`config.mk`:
```
export PLATFORM = sky130hd
export DESIGN_NAME = contador_updown_param
export DESIGN_NICKNAME = d
export VERILOG_FILES = /design/src/rtl/contador_updown_param.sv
export SDC_FILE = /design/constraint.sdc
export NUM_CORES = 1
export LEC_CHECK = 0
export BUFFER_PORTS_ARGS = -buffer_cell sky130_fd_sc_hd__buf_2
export CAP_MARGIN = 10
export CORE_ASPECT_RATIO = 1.1
export CORE_MARGIN = 2
export CORE_UTILIZATION = 45
export CTS_BUF_LIST = sky130_fd_sc_hd__clkbuf_2 sky130_fd_sc_hd__clkbuf_4 sky130_fd_sc_hd__clkbuf_8
export DETAILED_ROUTE_END_ITERATION = 8
export PLACE_DENSITY = 0.73
export SLEW_MARGIN = 20
export SYNTH_ARGS = -nofsm -noshare
export SYNTH_HDL_FRONTEND = slang
export SYNTH_SLANG_ARGS = --single-unit
```
`constraint.sdc`:
```
create_clock -name clk -period 2.2 [get_ports clk]
set_input_delay 0.11 -clock clk [delete_from_list [all_inputs] [get_ports clk]]
set_output_delay 0.11 -clock clk [all_outputs]
set_load 0.05 [all_outputs]
```
`src/rtl/contador_updown_param.sv`:
```
// Parametrised up/down counter: wrap or saturate, clamped synchronous load, terminal flags, overflow/underflow pulses.
// Optional macro CONTADOR_EDGE_EN adds a 2-FF synchroniser and rising-edge detector on up/down (one step per press).
module contador_updown_param #(
    parameter int unsigned     WIDTH     = 32'd8,
    parameter longint unsigned MAX_COUNT = (64'd1 << WIDTH) - 64'd1,
    parameter bit              WRAP      = 1'b1,
    parameter longint unsigned INIT      = 64'd0
) (
    input  logic             clk,
    input  logic             reset,
    input  logic             up,
    input  logic             down,
    input  logic             load,
    input  logic [WIDTH-1:0] load_value,
    output logic [WIDTH-1:0] count,
    output logic             at_max,
    output logic             at_min,
    output logic             overflow,
    output logic             underflow
);

    localparam logic [WIDTH-1:0] MAX_C  = WIDTH'(MAX_COUNT);
    localparam logic [WIDTH-1:0] INIT_C = WIDTH'(INIT);
    localparam logic [WIDTH-1:0] ZERO_C = {WIDTH{1'b0}};
    localparam logic [WIDTH-1:0] ONE_C  = {{(WIDTH-1){1'b0}}, 1'b1};

    logic [WIDTH-1:0] count_q;
    logic [WIDTH-1:0] count_d;
    logic             overflow_q;
    logic             overflow_d;
    logic             underflow_q;
    logic             underflow_d;
    logic             inc_s;
    logic             dec_s;

    // Loads above the terminal count are clipped so the counter never leaves 0..MAX_COUNT.
    function automatic logic [WIDTH-1:0] clamp_load(input logic [WIDTH-1:0] value);
        if (value > MAX_C) begin
            clamp_load = MAX_C;
        end else begin
            clamp_load = value;
        end
    endfunction

`ifdef CONTADOR_EDGE_EN
    // Bits [1:0] synchronise the raw input; bit [2] is the previous synchronised level.
    logic [2:0] up_sync_q;
    logic [2:0] dn_sync_q;

    // Synchroniser and edge-detector shift registers for both buttons.
    always_ff @(posedge clk or negedge reset) begin
        if (!reset) begin
            up_sync_q <= 3'b000;
            dn_sync_q <= 3'b000;
        end else begin
            up_sync_q <= {up_sync_q[1:0], up};
            dn_sync_q <= {dn_sync_q[1:0], down};
        end
    end

    assign inc_s = up_sync_q[1] & ~up_sync_q[2];
    assign dec_s = dn_sync_q[1] & ~dn_sync_q[2];
`else
    assign inc_s = up;
    assign dec_s = down;
`endif

    // Next-state: load beats any step; simultaneous up and down cancel.
    always_comb begin
        count_d     = count_q;
        overflow_d  = 1'b0;
        underflow_d = 1'b0;
        if (load) begin
            count_d = clamp_load(load_value);
        end else if (inc_s && !dec_s) begin
            if (count_q < MAX_C) begin
                count_d = count_q + ONE_C;
            end else begin
                overflow_d = 1'b1;
                if (WRAP) begin
                    count_d = ZERO_C;
                end else begin
                    count_d = count_q;
                end
            end
        end else if (dec_s && !inc_s) begin
            if (count_q > ZERO_C) begin
                count_d = count_q - ONE_C;
            end else begin
                underflow_d = 1'b1;
                if (WRAP) begin
                    count_d = MAX_C;
                end else begin
                    count_d = count_q;
                end
            end
        end else begin
            count_d = count_q;
        end
    end

    // Counter and pulse registers.
    always_ff @(posedge clk or negedge reset) begin
        if (!reset) begin
            count_q     <= INIT_C;
            overflow_q  <= 1'b0;
            underflow_q <= 1'b0;
        end else begin
            count_q     <= count_d;
            overflow_q  <= overflow_d;
            underflow_q <= underflow_d;
        end
    end

    assign count     = count_q;
    assign overflow  = overflow_q;
    assign underflow = underflow_q;
    assign at_max    = (count_q == MAX_C);
    assign at_min    = (count_q == ZERO_C);

endmodule

```
==> results by group, run 1 <==
Synth
  • Most common cell in the netlist: nand2_1
  • Distinct cells, synth: between 40 and 50
  • Sequential share of the synthesized area: between 20% and 30%
  • Post-synth EDFFs: 0
  • Synthesized area per cell: ~8.1 µm²
  • #FFs+latches synth: 10
  • Main synth FF type: dfrtp_1
  • Synth top area share: between 20% and 30%
  • Post-synth top area cell: dfrtp_1
  • Ys Warns: 0
  • Syn Nets: between 100 and 150
  • Cell area after synthesis: ~0.001 mm²
  • Mapped Cells: between 100 and 150
  • Ys async rst share: between 90% and 100%
  • Synth cell count leaders: 14 x nand2_1, 10 x dfrtp_1, 7 x nor3_1
  • Synth top area cells: dfrtp_1 25%, nand2_1 5.2%, mux2i_1 4.0%

Timing
  • Fin. max-slew vios: 0
  • Setup TNS: 0 ns
  • Final setup violating endpoints: 0
  • Achievable Freq: 489 MHz
  • Rel. slew slack: 68.8%
  • RSZ-0062 raised after global routing: no
  • Endpoints failing hold: 0
  • Fin crit period: 2.04 ns
  • Layout Skew: 0.00423 ns
  • Fin crit share: between 90% and 100%
  • Tightest Pin Transition: 0.468 ns

Worst setup path
  • Crit-path max cell delay: 0.48 ns
  • Reg-to-Reg Start: count[1]$_DFFE_PN0P_
  • Critical Path RT: about 2.1 ns
  • CP Class: register to primary output
  • Startpoint Class: register
  • Slowest cell on the critical path: dfrtp_1
  • RR Endpoint: count[2]$_DFFE_PN0P_
  • Worst Reg-to-Reg Cells: 6
  • Crit-path cells: inv_1 -> ha_1 -> nor3b_2 -> nand2_1 -> inv_1 -> buf_2
  • CP most frequent cell: inv_1
  • Reg2reg setup slack: about 0.37 ns
  • Crit-path max FO: 10
  • CP endpoint kind: primary output
  • Worst EP arrival: ~1.9 ns

Outcome
  • Status: complete, no violations

Place
  • Gpl congestion: 0.965
  • Port Buffers: 24
  • Post-DP HPWL: around 1800 µm
  • Placed Cells: 164
  • Placed inst area: ~0.0011 mm²

Hold path
  • Hold/Removal Path Class: primary input to register
  • Beginning of the worst hold path: load_value[6]
  • Hold worst-path end: count[6]$_DFFE_PN0P_
  • Worst hold stages: 3

Detailed routing
  • Met3 wire length: 147 µm
  • Met2 wire len: around 1200 µm
  • First DRT Iteration DRCs: 36
  • ANT nets after route: 0
  • DRT Wirelength: between 2000 and 2500 µm
  • Post-route DRC: 0
  • Top Layer Used: met4
  • M1 WL: approximately 1100 µm
  • Vias: 1,010
  • DRT Pass-1 Iters: 4
  • Routed len/inst: 14.6 µm
  • Vias per cell: approximately 6

Pwr
  • Total power: 732 µW
  • P_leak: a little under 0.5 nW
  • P per Cell Area: around 640 mW/mm²
  • Worst IR Drop VDD: 374 µV

Floorplan
  • Initial core utilization: 48.9%
  • Die Ht: 53.7 µm
  • Core Area: 0.00206 mm²
  • Die W: 49.1 µm
  • Die area: 0.00264 mm²
  • Rows: 17
  • I/O Pins: 25

Clock tree
  • TritonCTS clock tree: built
  • Num CTS Buffers: 3
  • Worst-case clock buffer depth: 2
  • CTS root buffer: clkbuf_4
  • Clock transition at path regs: roughly 0.07 ns
  • H-tree levels: 1
  • Clk Latency, worst-skew pair: roughly 0.28 ns
  • Post-CTS setup repair buffer count: 0
  • Hold Buf Count CTS: 1
  • Cts repair resizes: 0
  • Clock Sinks: 10

Layout
  • P&R area growth vs syn: 12.7%
  • Final Cell Area: 0.00114 mm²
  • Fraction of layout cells with a size suffix above 1: about a quarter
  • Layout Cells excl Fill: between 150 and 200
  • Final nets: 158
  • Filler instances: 198
  • FF+latch area: roughly 250 µm²
  • Inserted Diodes: 0
  • Multi-input gate area: 662 µm²

Global route
  • Global-route wire length before repair: a little over 4000 µm
  • Pin count of the biggest net entering global routing: 27
  • Grt ovf: 0
  • GRT Total Usage: roughly a fifth
  • Initial antenna violation count: 0
  • Vias in the first global route: just under 900

Run
  • # Max-Cap Violations: 0
-- cell usage in the layout, fill, tap and decap left out, types with 2 or more instances in the layout --
cell type / n
o31ai_1: 2
xnor2_1: 4
a21o_1: 2
a31oi_1: 2
nand3_1: 3
o21bai_1: 2
a21oi_1: 5
nor3b_1: 2
a311o_1: 2
o21ai_0: 5
nand4_1: 5
ha_1: 3
mux2i_1: 4
nor2b_1: 3
dfrtp_1: 10
a211o_1: 2
inv_1: 6
nand2_1: 14
nor2_1: 5
a211oi_1: 2
clkbuf_4: 3
nor3_1: 7
buf_2: 24
nand2b_1: 4
-- worst max-delay path, delay by kind of cell, from the launching register on --
family,cells,cell delay (ns)
buf+inv,3,0.50
flops,1,0.48
simple gates,2,0.47
fa+ha+maj,1,0.20
-- state kept, by name, indices dropped and copies added (netlist names) --
signal	count
underflow	1
overflow	1
count	8
-- kinds of logic (layout without fill, tap and decap cells) --
family / Yosys count / in the layout / synth area share, %
buffers and inverters: 19 / 35 / 9.55
XOR/XNOR: 5 / 5 / 4.34
AO/OA/AOI/OAI: 35 / 35 / 25.8
AND/OR/NAND/NOR: 49 / 49 / 27.8
multiplexers: 4 / 4 / 3.97
flip-flops: 10 / 10 / 24.8
adder cells (fa/ha/maj): 3 / 3 / 3.72
-- area by class of cell --
type | instances | area share [%]
clock buffers | 4 | 3.19
inverters | 6 | 1.98
multi-input cells | 96 | 58.3
flip-flops and latches | 10 | 22.0
well taps | 28 | 3.08
repair buffers | 25 | 11.5
-- how the worst max path moves through the flow --
stage | end | startpoint | depth (start not counted)
after detailed placement | count[2]$_DFFE_PN0P_ | count[1]$_DFFE_PN0P_ | 6
after CTS | at_min | count[1]$_DFFE_PN0P_ | 6
after global placement | count[2]$_DFFE_PN0P_ | count[1]$_DFFE_PN0P_ | 6
after global routing | at_min | count[1]$_DFFE_PN0P_ | 6
after floorplan | count[4]$_DFFE_PN0P_ | count[0]$_DFFE_PN0P_ | 7
final | at_min | count[1]$_DFFE_PN0P_ | 6
-- stage by stage --
stage	hold slack [ns]	setup slack [ns]	utilization, %
2_1_floorplan	-0.186	0.244	-
3_3_place_gp	-0.00856	0.446	52.8
3_5_place_dp	-0.0114	0.413	52.8
4_1_cts	0.0341	0.172	55.1
5_1_grt	0.0378	0.0593	55.1
6_report	0.0308	0.156	55.1
-- power by group --
part	internal (mW)	switching, mW
combinational	0.104	0.188
clock	0.101	0.0728
sequential	0.204	0.0616
-- routing by layer --
layer / vias to the layer above / track usage, %
li1: 489 / -
met1: 469 / 23.9
met2: 43 / 35.8
met3: 9 / 2.22
met4: 0 / 12.4
met5: - / 0
(Power assumes the default switching activity.)
==> inputs of run 2 (changes only) <==
--- a/config.mk
+++ b/config.mk
@@ -12,7 +12,7 @@
 export CORE_UTILIZATION = 45
 export CTS_BUF_LIST = sky130_fd_sc_hd__clkbuf_2 sky130_fd_sc_hd__clkbuf_4 sky130_fd_sc_hd__clkbuf_8
 export DETAILED_ROUTE_END_ITERATION = 8
-export PLACE_DENSITY = 0.73
+export PLACE_DENSITY = 0.76
 export SLEW_MARGIN = 20
 export SYNTH_ARGS = -nofsm -noshare
 export SYNTH_HDL_FRONTEND = slang
==> constraint.sdc (replaced) <==
create_clock -name clk -period 1.7 [get_ports clk]
set_input_delay 0.085 -clock clk [delete_from_list [all_inputs] [get_ports clk]]
set_output_delay 0.085 -clock clk [all_outputs]
set_load 0.05 [all_outputs]
==> results by group, run 2 (same netlist as run 1, synthesis figures left out) <==
Timing
  • Rel. slew slack: 66.7% (-2.1 points)
  • Layout Skew: 0.00327 ns (-0.000961 ns)
  • Achievable Freq: between 600 and 700 MHz
  • Final setup violating endpoints: 0 (unchanged)
  • Fin crit period: between 1.5 and 2 ns
  • Endpoints failing hold: 0 (unchanged)
  • Fin. max-slew vios: 0 (unchanged)
  • Fin crit share: ~96%
  • Tightest Pin Transition: 0.498 ns (+0.0304 ns)
  • RSZ-0062 raised after global routing: yes

Clock tree
  • Clock Sinks: 10 (unchanged)
  • TritonCTS clock tree: built
  • Worst-case clock buffer depth: 2 (unchanged)
  • Num CTS Buffers: 3 (unchanged)
  • Clock transition at path regs: 0.08 ns (about the same)
  • H-tree levels: 1 (unchanged)
  • Clk Latency, worst-skew pair: 0.27 ns (about the same)
  • CTS root buffer: clkbuf_4

Detailed routing
  • ANT nets after route: 0 (unchanged)
  • Vias per cell: 6.17 (+3.2%)
  • Post-route DRC: 0 (unchanged)
  • DRT Pass-1 Iters: 4 (unchanged)
  • Vias: 1,123 (+11%)
  • First DRT Iteration DRCs: 36 (unchanged)
  • DRT Wirelength: 2940 µm (+19%)
  • Routed len/inst: 16.1 µm (+10%)

Floorplan
  • Die area: 0.00264 mm² (unchanged)
  • Initial core utilization: 48.9% (unchanged)
  • Rows: 17 (unchanged)
  • I/O Pins: 25 (unchanged)
  • Die Ht: 53.7 µm (unchanged)
  • Die W: 49.1 µm (unchanged)
  • Core Area: 0.00206 mm² (unchanged)

Worst setup path
  • Crit-path max FO: 6 (-4)
  • CP Class: register to primary output
  • Reg-to-Reg Start: count[1]$_DFFE_PN0P_
  • Critical Path RT: 1.62 ns (-0.47 ns)
  • CP endpoint kind: primary output
  • Crit-path cells: inv_4 -> ha_4 -> nor3b_4 -> nand2_1 -> inv_1 -> buf_6
  • WP buf/inv: 3 (unchanged)
  • Reg2reg setup slack: 0.07 ns (-0.30 ns)
  • Startpoint Class: register
  • Crit-path max cell delay: 0.48 ns (about the same)
  • Slowest cell on the critical path: dfrtp_2
  • Worst EP arrival: 1.55 ns (-0.38 ns)
  • CP top delay family: flip-flops
  • Worst Setup SP: count[1]$_DFFE_PN0P_

Layout
  • P&R area growth vs syn: 28.7%
  • Multi-input gate area: 701 µm² (+5.9%)
  • Filler instances: 189 (-4.5%)
  • FF+latch area: 258 µm² (+3.0%)
  • Fraction of layout cells with a size suffix above 1: 37.7% (+14 points)
  • Inserted Diodes: 0 (unchanged)
  • Layout Cells excl Fill: 182 (+7.7%)
  • Commonest non-fill, non-tap cells in the layout: 22 x buf_2, 14 x nand2_1, 13 x buf_4, 7 x nor3_1, 6 x dfrtp_2
  • Max reg flops: 8 (unchanged)
  • Final nets: 171 (+8.2%)
  • Most common cell after layout, fill and taps aside: buf_2

Global route
  • Grt ovf: 0 (unchanged)
  • Initial antenna violation count: 0 (unchanged)
  • Global-route wire length before repair: 4780 µm (+19%)
  • Pin count of the biggest net entering global routing: 15 (-44%)
  • GRT Total Usage: 24.0% (+3.8 points)
  • Vias in the first global route: 1,018 (+16%)

Pwr
  • Total power: 1.05 mW (+44%)
  • Worst IR Drop VDD: 526 µV (+40%)
  • P per Cell Area: 812 mW/mm² (+26%)
  • P_leak: 0.550 nW (+13%)

Place
  • Post-DP HPWL: 2090 µm (+16%)
  • Port Buffers: 24 (unchanged)
  • Gpl congestion: 0.964 (-0.15%)
  • Placed Cells: 172 (+4.9%)

Hold path
  • Beginning of the worst hold path: load_value[2]
  • Hold/Removal Path Class: primary input to register

Outcome
  • Status: complete, no violations

Run
  • # Max-Cap Violations: 0 (unchanged)
[run 2: cell count changes in the layout (fill, tap and decap cells not counted), sizes merged]
| cell | delta |
|---|---|
| buf | +13 |
[run 2: report_power, final]
part / total [mW] / leakage, nW / switching, mW / internal, mW
clock network: 0.227 / 0.0210 / 0.0967 / 0.130
registers: 0.336 / 0.116 / 0.0668 / 0.269
logic: 0.491 / 0.413 / 0.295 / 0.195
[run 2: what timing repair did]
action / 4_1_cts / 5_1_grt
gates resized for setup: 4 / 8
hold buffers: 1 / 0
pin swaps: 0 / 1
endpoints found under the hold margin: 10 / 0
setup endpoints to repair: 4 / 6
buffers inserted: 2 / 3
[run 2: cell type report]
class | count | share of cell area [%]
Clock buffer | 4 | 2.80
Inverter | 6 | 2.12
Multi-Input combinational cell | 96 | 54.0
Sequential cell | 10 | 19.9
Tap cell | 28 | 2.70
Timing Repair Buffer | 38 | 18.5
[run 2: routing by layer]
layer	up-vias	wire length (µm)	global-route usage (%)
met4	0	104	13.3
li1	519	-	-
met1	529	1150	29.2
met2	63	1500	42.3
met5	-	0	0
met3	12	183	2.22
[run 2: path summary, 6_finish.rpt]
check	end	depth (start not counted)
worst min-delay path	count[2]$_DFFE_PN0P_	3
max in group asynchronous	count[4]$_DFFE_PN0P_	2
min in group asynchronous	count[1]$_DFFE_PN0P_	2
worst max register to register	count[5]$_DFFE_PN0P_	7
worst min register to register	underflow$_DFF_PN0_	3
worst max-delay path	at_min	6
[run 2: tightest hold or removal path: stages]
cell and delay, ns:
buf_2 0.07, nand2_1 0.05, o211ai_2 0.05
[run 2: through the flow]
step / hold WS (ns) / utilization, % / setup WS [ns] / area, µm² / TNS, ns
final: 0.0164 / 62.9 / 0.0602 / 1300 / 0
after CTS: 0.0180 / 60.6 / 0.0183 / 1250 / 0
after global placement: -0.0292 / 57.1 / 0.0831 / 1180 / 0
after detailed placement: -0.0275 / 57.1 / 0.00843 / 1180 / 0
after floorplan: -0.211 / - / -0.0638 / 1060 / -0.119
after global routing: 0.0259 / 62.9 / -0.0288 / 1300 / -0.0603
